[config.mk]
export PLATFORM = sky130hd
export DESIGN_NAME = rr_flow_arbiter
export DESIGN_NICKNAME = d
export VERILOG_FILES = /design/src/rtl/noc_arb_pkg.sv /design/src/rtl/rr_flow_arbiter_rr_pick.sv /design/src/rtl/rr_flow_arbiter.sv
export SDC_FILE = /design/constraint.sdc
export NUM_CORES = 1
export LEC_CHECK = 0
export CAP_MARGIN = 20
export CORE_ASPECT_RATIO = 1.2
export CORE_MARGIN = 2
export CORE_UTILIZATION = 55
export DETAILED_ROUTE_END_ITERATION = 10
export GPL_TIMING_DRIVEN = 0
export PLACE_DENSITY = 0.85
export SYNTH_ARGS = -nofsm -noshare
export SYNTH_HDL_FRONTEND = slang
export SYNTH_HIERARCHICAL = 1
export SYNTH_SLANG_ARGS = --single-unit
export TNS_END_PERCENT = 5
[constraint.sdc]
create_clock -name clk -period 5.53 [get_ports clk]
set_clock_uncertainty 0.2 [all_clocks]
set_input_delay 1.659 -clock clk [delete_from_list [all_inputs] [get_ports clk]]
set_output_delay 1.659 -clock clk [all_outputs]
set_load 0.01 [all_outputs]
[src/rtl/noc_arb_pkg.sv]
// Shared types and constants for the NoC output-port arbiter.
// Port indices follow the 5-port router layout (N, E, W, S, L).
package noc_arb_pkg;

  localparam int DEFAULT_NUM_PORTS = 5;

  localparam int PORT_N = 0;
  localparam int PORT_E = 1;
  localparam int PORT_W = 2;
  localparam int PORT_S = 3;
  localparam int PORT_L = 4;

  typedef enum logic [1:0] {
    IDLE = 2'd0,
    SEND = 2'd1,
    GAP  = 2'd2
  } arb_state_e;

endpackage

[src/rtl/rr_flow_arbiter_rr_pick.sv]
// Combinational rotating-priority picker: the first asserted request found
// when scanning from i_ptr upward, wrapping modulo NUM_PORTS.
module rr_pick
  import noc_arb_pkg::*;
#(
  parameter int NUM_PORTS = DEFAULT_NUM_PORTS,
  parameter int IDX_W     = $clog2(NUM_PORTS)
) (
  input  logic [NUM_PORTS-1:0] i_req,
  input  logic [IDX_W-1:0]     i_ptr,
  output logic [IDX_W-1:0]     o_winner,
  output logic                 o_valid
);

  logic [IDX_W-1:0] w_idx;

  // Scan from the farthest offset down so the nearest request to the pointer wins.
  always_comb begin
    o_winner = '0;
    o_valid  = 1'b0;
    w_idx    = '0;
    for (int i = NUM_PORTS - 1; i >= 0; i--) begin
      w_idx = IDX_W'((32'(i_ptr) + 32'(i)) % 32'(NUM_PORTS));
      if (i_req[w_idx]) begin
        o_winner = w_idx;
        o_valid  = 1'b1;
      end
    end
  end

endmodule

[src/rtl/rr_flow_arbiter.sv]
// Round-robin output-port arbiter with RTS/DCTS handshake toward the next router.
// Build macro ARB_PKT_LOCK_EN: hold the grant until the tail flit (packet locking);
// undefined, the arbiter rotates after every flit and i_tail is unused.
module rr_flow_arbiter
  import noc_arb_pkg::*;
#(
  parameter int NUM_PORTS = DEFAULT_NUM_PORTS,
  parameter int IDX_W     = $clog2(NUM_PORTS)
) (
  input  logic                 clk,
  input  logic                 rst,
  input  logic [NUM_PORTS-1:0] i_req,
  input  logic [NUM_PORTS-1:0] i_tail,
  input  logic                 i_dcts,
  output logic [NUM_PORTS-1:0] o_grant,
  output logic [NUM_PORTS-1:0] o_xbar_sel,
  output logic                 o_rts,
  output logic                 o_busy
);

  arb_state_e r_state;
  arb_state_e w_state_nxt;

  logic [IDX_W-1:0]     r_owner;
  logic [IDX_W-1:0]     r_ptr;
  logic                 r_rts;
  logic                 w_xfer_tail;
  logic [IDX_W-1:0]     w_ptr_inc;
  logic [IDX_W-1:0]     w_pick_ptr;
  logic [IDX_W-1:0]     w_winner;
  logic                 w_pick_valid;
  logic                 w_rearb;
  logic                 w_xfer;
  logic [NUM_PORTS-1:0] w_owner_oh;

  assign w_ptr_inc  = (r_owner == IDX_W'(NUM_PORTS - 1)) ? '0 : r_owner + 1'b1;
  assign w_rearb    = (r_state == GAP) && w_xfer_tail;
  // On a packet boundary the rotated pointer must already steer this cycle's pick.
  assign w_pick_ptr = w_rearb ? w_ptr_inc : r_ptr;
  assign w_xfer     = (r_state == SEND) && r_rts && i_dcts;
  assign w_owner_oh = NUM_PORTS'(1) << r_owner;

  rr_pick #(
    .NUM_PORTS (NUM_PORTS),
    .IDX_W     (IDX_W)
  ) u_pick (
    .i_req    (i_req),
    .i_ptr    (w_pick_ptr),
    .o_winner (w_winner),
    .o_valid  (w_pick_valid)
  );

`ifdef ARB_PKT_LOCK_EN
  logic r_xfer_tail;

  always_ff @(posedge clk) begin
    if (rst) begin
      r_xfer_tail <= 1'b0;
    end else if (w_xfer) begin
      r_xfer_tail <= i_tail[r_owner];
    end
  end

  assign w_xfer_tail = r_xfer_tail;
`else
  logic w_unused_tail;

  assign w_xfer_tail   = 1'b1;
  assign w_unused_tail = ^i_tail;
`endif

  always_ff @(posedge clk) begin
    if (rst) begin
      r_state <= IDLE;
      r_rts   <= 1'b0;
      r_owner <= '0;
      r_ptr   <= '0;
    end else begin
      r_state <= w_state_nxt;
      r_rts   <= (w_state_nxt == SEND);
      if (((r_state == IDLE) || w_rearb) && w_pick_valid) begin
        r_owner <= w_winner;
      end
      if (w_rearb) begin
        r_ptr <= w_ptr_inc;
      end
    end
  end

  always_comb begin
    w_state_nxt = r_state;
    case (r_state)
      IDLE: begin
        if (w_pick_valid) w_state_nxt = SEND;
      end
      SEND: begin
        if (w_xfer) w_state_nxt = GAP;
      end
      GAP: begin
        if (w_xfer_tail) begin
          w_state_nxt = w_pick_valid ? SEND : IDLE;
        end else if (i_req[r_owner]) begin
          w_state_nxt = SEND;
        end
      end
      default: w_state_nxt = IDLE;
    endcase
  end

  always_comb begin
    o_rts      = r_rts;
    o_grant    = (w_xfer && !rst) ? w_owner_oh : '0;
    o_busy     = !rst && (r_state != IDLE);
    o_xbar_sel = o_busy ? w_owner_oh : '0;
  end

endmodule

# ---- Word level (Yosys, flattened, before mapping)
# Cells that the tools add are included.
dict set report classes {
  n_addsub 5
  n_mul 0
  n_div 5
  magnitude_cmp 5
  n_eq_ne 4
  shifts 1
  mux 28
  bitwise 0
  n_reduce_logical 9
}
# cell n
set op_table {}
lappend op_table {{modulo 32 x 3 -> 32 bit, second input constant} 4}
lappend op_table {{modulo 3 x 3 -> 32 bit, second input constant} 1}
lappend op_table {{2-to-1 mux 3 bit} 7}
lappend op_table {{< comparator 3 x 4 -> 1 bit, second input constant} 5}
lappend op_table {{binary-select mux 1 bit (select 3 bit)} 5}
lappend op_table {{2-to-1 mux 1 bit} 11}
lappend op_table {{2-to-1 mux 5 bit} 2}
lappend op_table {{adder 3 x 2 -> 4 bit, second input constant} 2}
lappend op_table {{case mux 2 bit (3 select lines)} 1}
lappend op_table {{logical AND 1 bit} 5}
lappend op_table {{<< shifter 1 x 3 -> 5 bit, first input constant} 1}
lappend op_table {{adder 3 x 1 -> 4 bit, second input constant} 1}
lappend op_table {{adder 3 x 3 -> 4 bit, second input constant} 1}
lappend op_table {{equality test 2 x 1 -> 1 bit, second input constant} 2}
lappend op_table {{2-to-1 mux 2 bit} 2}
lappend op_table {{adder 3 x 1 -> 3 bit, second input constant} 1}
lappend op_table {{equality test 3 bit, second input constant} 1}
lappend op_table {{equality test 2 bit, second input constant} 1}
lappend op_table {{logical NOT 2 bit} 1}
lappend op_table {{nonzero test 2 bit} 1}
lappend op_table {{logical NOT 1 bit} 1}
lappend op_table {{logical OR 1 bit} 1}
dict set report word_totals {
  regBits 9
  latch_bits 0
  ram_bits 0
  mem_bits_ro 0
  input_bits 13
  out_inout_bits 12
  word_cells 61
  n_memories 0
}

# ---- Longest topological paths before layout
dict set report logic_depth {
  depth_word 15
  depth_mapped 25
  mapped_depth_nobuf 23
}

# ---- Hierarchy
# The synthesis kept the hierarchy.
# mod n_inst cells_per_inst area_each_um2
set by_module_without_submodules {}
lappend by_module_without_submodules {rr_pick 1 200 1570.3}
lappend by_module_without_submodules {rr_flow_arbiter 1 64 515.5}

# ---- Least setup slack after synthesis
# Ideal clock, no wire load.
dict set report synth_timing {
  path_type {register to register}
  start {register r_owner[0]}
  end {register r_owner[0]}
  setup_ps 114
  arrival_ps 4527
  t_required_ps 5216
  setup_slack_ps 689
  stages_incl_launch_ff 22
  synth_period_minus_slack_ps 4841
  cell_sequence {dfxtp_1 > inv_1 > ha_1 > nand2_1 > nand3_1 > nand2_1 > buf_2 > buf_4 > clkinv_1 > ha_1 > buf_2 > a211oi_1 > nor2_1 > ha_1 > or4_4 > a21oi_2 > a221oi_1 > or3_4 > nand4_1 > nor2b_1 > mux2i_1 > nor2_1}
}
dict set report synth_between {
  elab_chain_len 13
  elab_cells_between_ends 34
  cone_classes {add/sub: 5; div: 5; eq/ne: 1; mux: 22; reduce/logical: 1}
}
# item line_no
set synth_rtl {}
lappend synth_rtl {{start, declared} rr_flow_arbiter.sv:24} ;# logic [IDX_W-1:0] r_owner;
lappend synth_rtl {{start signal, assigned} rr_flow_arbiter.sv:82} ;# r_owner <= w_winner;
lappend synth_rtl {{adder 3 x 1 -> 3 bit or equality test 3 bit (tied branches)} rr_flow_arbiter.sv:36} ;# assign w_ptr_inc = (r_owner == IDX_W'(NUM_PORTS - 1)) ? '0 : r_owner + 1'b1;
lappend synth_rtl {{2-to-1 mux 3 bit *} rr_flow_arbiter.sv:36}
lappend synth_rtl {{2-to-1 mux 3 bit *} n/a}
lappend synth_rtl {{via w_pick_ptr[0]} rr_flow_arbiter.sv:29} ;# logic [IDX_W-1:0] w_pick_ptr;
lappend synth_rtl {{adder 3 x 3 -> 4 bit} rr_flow_arbiter_rr_pick.sv:23} ;# w_idx = IDX_W'((32'(i_ptr) + 32'(i)) % 32'(NUM_PORTS));
lappend synth_rtl {{modulo 32 x 3 -> 32 bit} rr_flow_arbiter_rr_pick.sv:23}
lappend synth_rtl {{binary-select mux 1 bit (select 3 bit)} rr_flow_arbiter_rr_pick.sv:24} ;# if (i_req[w_idx]) begin
lappend synth_rtl {{2-to-1 mux 1 bit (implied by the code)} rr_flow_arbiter_rr_pick.sv:24}
lappend synth_rtl {{2-to-1 mux 1 bit (4 in series)} rr_flow_arbiter_rr_pick.sv:24}
lappend synth_rtl {{2-to-1 mux 1 bit *} rr_flow_arbiter_rr_pick.sv:24}
lappend synth_rtl {{via w_pick_valid} rr_flow_arbiter.sv:31} ;# logic w_pick_valid;
lappend synth_rtl {{logical AND 1 bit *} rr_flow_arbiter.sv:81} ;# if (((r_state == IDLE) || w_rearb) && w_pick_valid) begin
# The timed path passes the listed nets; every way through them passes the cells marked *. The select of a mux whose other input is x is not followed.
# A chain may end at the register's enable or synchronous reset.

# ---- Worst setup path in the final report
dict set report layout_timing {
  start {input i_dcts}
  end {output o_grant[4]}
}
dict set report layout_between {
  elab_chain_len 3
}
# item line_no
set layout_rtl {}
lappend layout_rtl {{start, declared} rr_flow_arbiter.sv:14} ;# input logic i_dcts,
lappend layout_rtl {{logical AND 1 bit} rr_flow_arbiter.sv:40} ;# assign w_xfer = (r_state == SEND) && r_rts && i_dcts;
lappend layout_rtl {{logical AND 1 bit} rr_flow_arbiter.sv:112} ;# o_grant = (w_xfer && !rst) ? w_owner_oh : '0;
lappend layout_rtl {{2-to-1 mux 5 bit} rr_flow_arbiter.sv:112}
lappend layout_rtl {{end, declared} rr_flow_arbiter.sv:15} ;# output logic [NUM_PORTS-1:0] o_grant,
# No other way between the ends.

==> results.toml <==
[outcome]
status = "finished clean"

[power]
power_mw = 0.284
leakage_nw = 1.02
irDropWorstVdd_v = 0.0000672
p_per_area_nw_per_um2 = 115

[place]
gp_congestion = 1.03
port-buffer-count = 18
detailedPlace.worstSlack_ns = -0.0552
hpwl_um = 3860
place_area_um2 = 2330

[cells_and_area]
fin_area_um2 = 2460
regArea_um2 = 180
antenna_cells = 0
area_growth_pct = 17.8
multi_input_area_um2 = 1790
layout-drive-gt1-share_pct = 18.6
fillCellCount = 299
final_net_count = 332

[global_route]
grt_pass1_vias = 1997
globalRouteTotalUtil_pct = 26.0
antenna_found_initial = 0
grt_overflow_total = 0
grt_max_degree = 13
grt_first_pass_wirelength_um = 8840

[setup_path]
end_kind = "output port"
crit_fanout = 6
regToRegSetupSlack_ns = 0.36
cpMostUsedCell = "clkdlybuf4s50_1"
crit_type = "input pin to output port"
max_stage_delay_ns = 0.53
path_delay_family = "buffers and inverters"
critPathRequiredTime_ns = 3.67
cp_num_buf_inv = 3
crit_path_cell_trace = "clkdlybuf4s50_1 > nand2_1 > or4b_4 > buf_6 > nor2_4 > clkdlybuf4s50_1"
critical_path_arrival_ns = 3.43
crit_start = "i_dcts"
slowest_stage = "clkdlybuf4s50_1"
rr_startpoint = "r_owner[0]$_SDFFE_PP0P_"
startpoint_type = "input pin"

[clock_network]
htreeDepth = 1
ctsHoldBuffers = 0
cts_buffer_depth = 2
cts_sinks = 9
cts_tree = "built"
ctsRootBufferMaster = "clkbuf_8"
clock_latency_ns = 0.23
cts_buffers = 3
path_clk_slew_ns = 0.04

[logic_synthesis]
syn_area_per_cell_um2 = 7.90
synth_warnings = 6
synth_top_area_cell = "ha_1"
netlist_top_cells_count = "nand2_1 (32), ha_1 (26), nor2_1 (24)"
synth.net_count = 304
yosysMostFrequentCell = "nand2_1"
synth_top_cell_area_share_pct = 15.6
ys_seq_area_share_pct = 8.64
synth_edf_count = 0
synthTopCellsByArea = "ha_1 (16%), dfxtp_1 (8.6%), mux2i_1 (6.2%), nand2_1 (5.8%), mux4_2 (4.3%)"
synth_seq_cells = 9
postSynthCellCount = 264
ys_types = 72
synth.cell_area_um2 = 2090
async_reset_ff_share_pct = 0
synthFlopType = "dfxtp_1"

[sta]
fin_tns_setup_ns = 0
hold_viol_final = 0
fin_ws_ns = 0.237
worst_pin_slew_ns = 0.547
drv_slew = 0
fmax_ghz = 0.189
max_slew_margin_pct = 63.6
timing.final.crit_share_pct = 95.7
period_needed_ns = 5.29
final-setup-viol-count = 0
timing.hold.ws_ns = 0.267

[floorplan]
io_pins = 25
die_h_um = 71.5
die_w_um = 60.2
fp.coreArea_um2 = 3630
rows = 24
die-area_um2 = 4300
start_util_pct = 57.4

[route]
drt-pass1-iter-count = 4
vias = 2069
vias_per_cell = 6.03
drc = 0
wl_per_cell_um = 15.0
drt_wl_total_um = 5140
final_antenna_net_count = 0
first_iter_violations = 64

[job]
cap_violations = 0

[worst_hold_path]
hold_class = "flip-flop to flip-flop"
min-delay-start = "r_ptr[2]$_SDFF_PP0_"
[worst paths after layout]
path / to / depth (start not counted)
worst min register to register: r_ptr[2]$_SDFF_PP0_ / 2
worst min-delay path: r_ptr[2]$_SDFF_PP0_ / 2
worst max register to register: r_owner[1]$_SDFFE_PP0P_ / 21
worst max-delay path: o_grant[4] / 6
[through the flow]
step,instances,utilization (%)
after detailed placement,334,64.2
final,343,67.6
after global placement,334,64.2
after floorplan,264,-
after global routing,343,67.6
after CTS,338,65.4
[cells in the final DEF (no fill, tap or decap), types with 5 or more instances in the layout]
cell and count:
o21ai_0 9, a21oi_1 8, clkdlybuf4s50_1 18, nand3_1 5
nor2_1 24, dfxtp_1 9, xnor2_1 5, ha_1 24
mux2i_1 13, buf_4 8, nand4_1 5, nor3_1 5
nand2_1 31, inv_1 19
[tightest hold or removal path, stage by stage, from the launching register on]
cell and delay [ns]:
dfxtp_1 0.29, nand2_1 0.07, a21oi_1 0.06
[kinds of logic (layout without fill, tap and decap cells)]
| group | count (synthesis) | after routing | synth area share, % |
|---|---|---|---|
| simple gates | 109 | 109 | 27.4 |
| xor+xnor | 9 | 9 | 5.94 |
| fa+ha+maj | 27 | 27 | 16.6 |
| mux | 19 | 19 | 11.6 |
| compound gates | 60 | 60 | 22.6 |
| buf+inv | 31 | 58 | 7.32 |
| flops | 9 | 9 | 8.64 |
[routing by layer]
| layer | vias to the layer above | GRT usage, % | share of wire (%) |
|---|---|---|---|
| met4 | 0 | 13.6 | 5.2 |
| li1 | 1010 | - | - |
| met2 | 86 | 43.8 | 51 |
| met3 | 28 | 1.44 | 4.8 |
| met1 | 945 | 32.5 | 39 |
| met5 | - | 0 | 0 |
[final cells by class]
| type | instances | area share, % |
|---|---|---|
| Multi-Input combinational cell | 224 | 72.8 |
| Timing Repair Buffer | 23 | 8.86 |
| Sequential cell | 9 | 7.33 |
| Inverter | 21 | 3.41 |
| Buffer | 10 | 3.11 |
| Tap cell | 52 | 2.65 |
| Clock buffer | 4 | 1.83 |
[registers in the layout, summed over array words and instances, names as in the netlist]
signal	cells
r_owner	3
o_rts	1
r_ptr	3
r_state	2
[where the power goes]
| part | switching, mW | internal [mW] | total (mW) |
|---|---|---|---|
| Sequential | 0.00452 | 0.0692 | 0.0737 |
| Combinational | 0.0732 | 0.0606 | 0.134 |
| Clock | 0.0261 | 0.0502 | 0.0764 |
[repair_timing]
| item | 4_1_cts | 5_1_grt |
|---|---|---|
| endpoints found under the setup margin | 3 | 5 |
| resized for setup | 1 | 11 |
| buffers inserted | 0 | 5 |
| pin swaps | 0 | 0 |
Power figures use the tool's default switching activity.
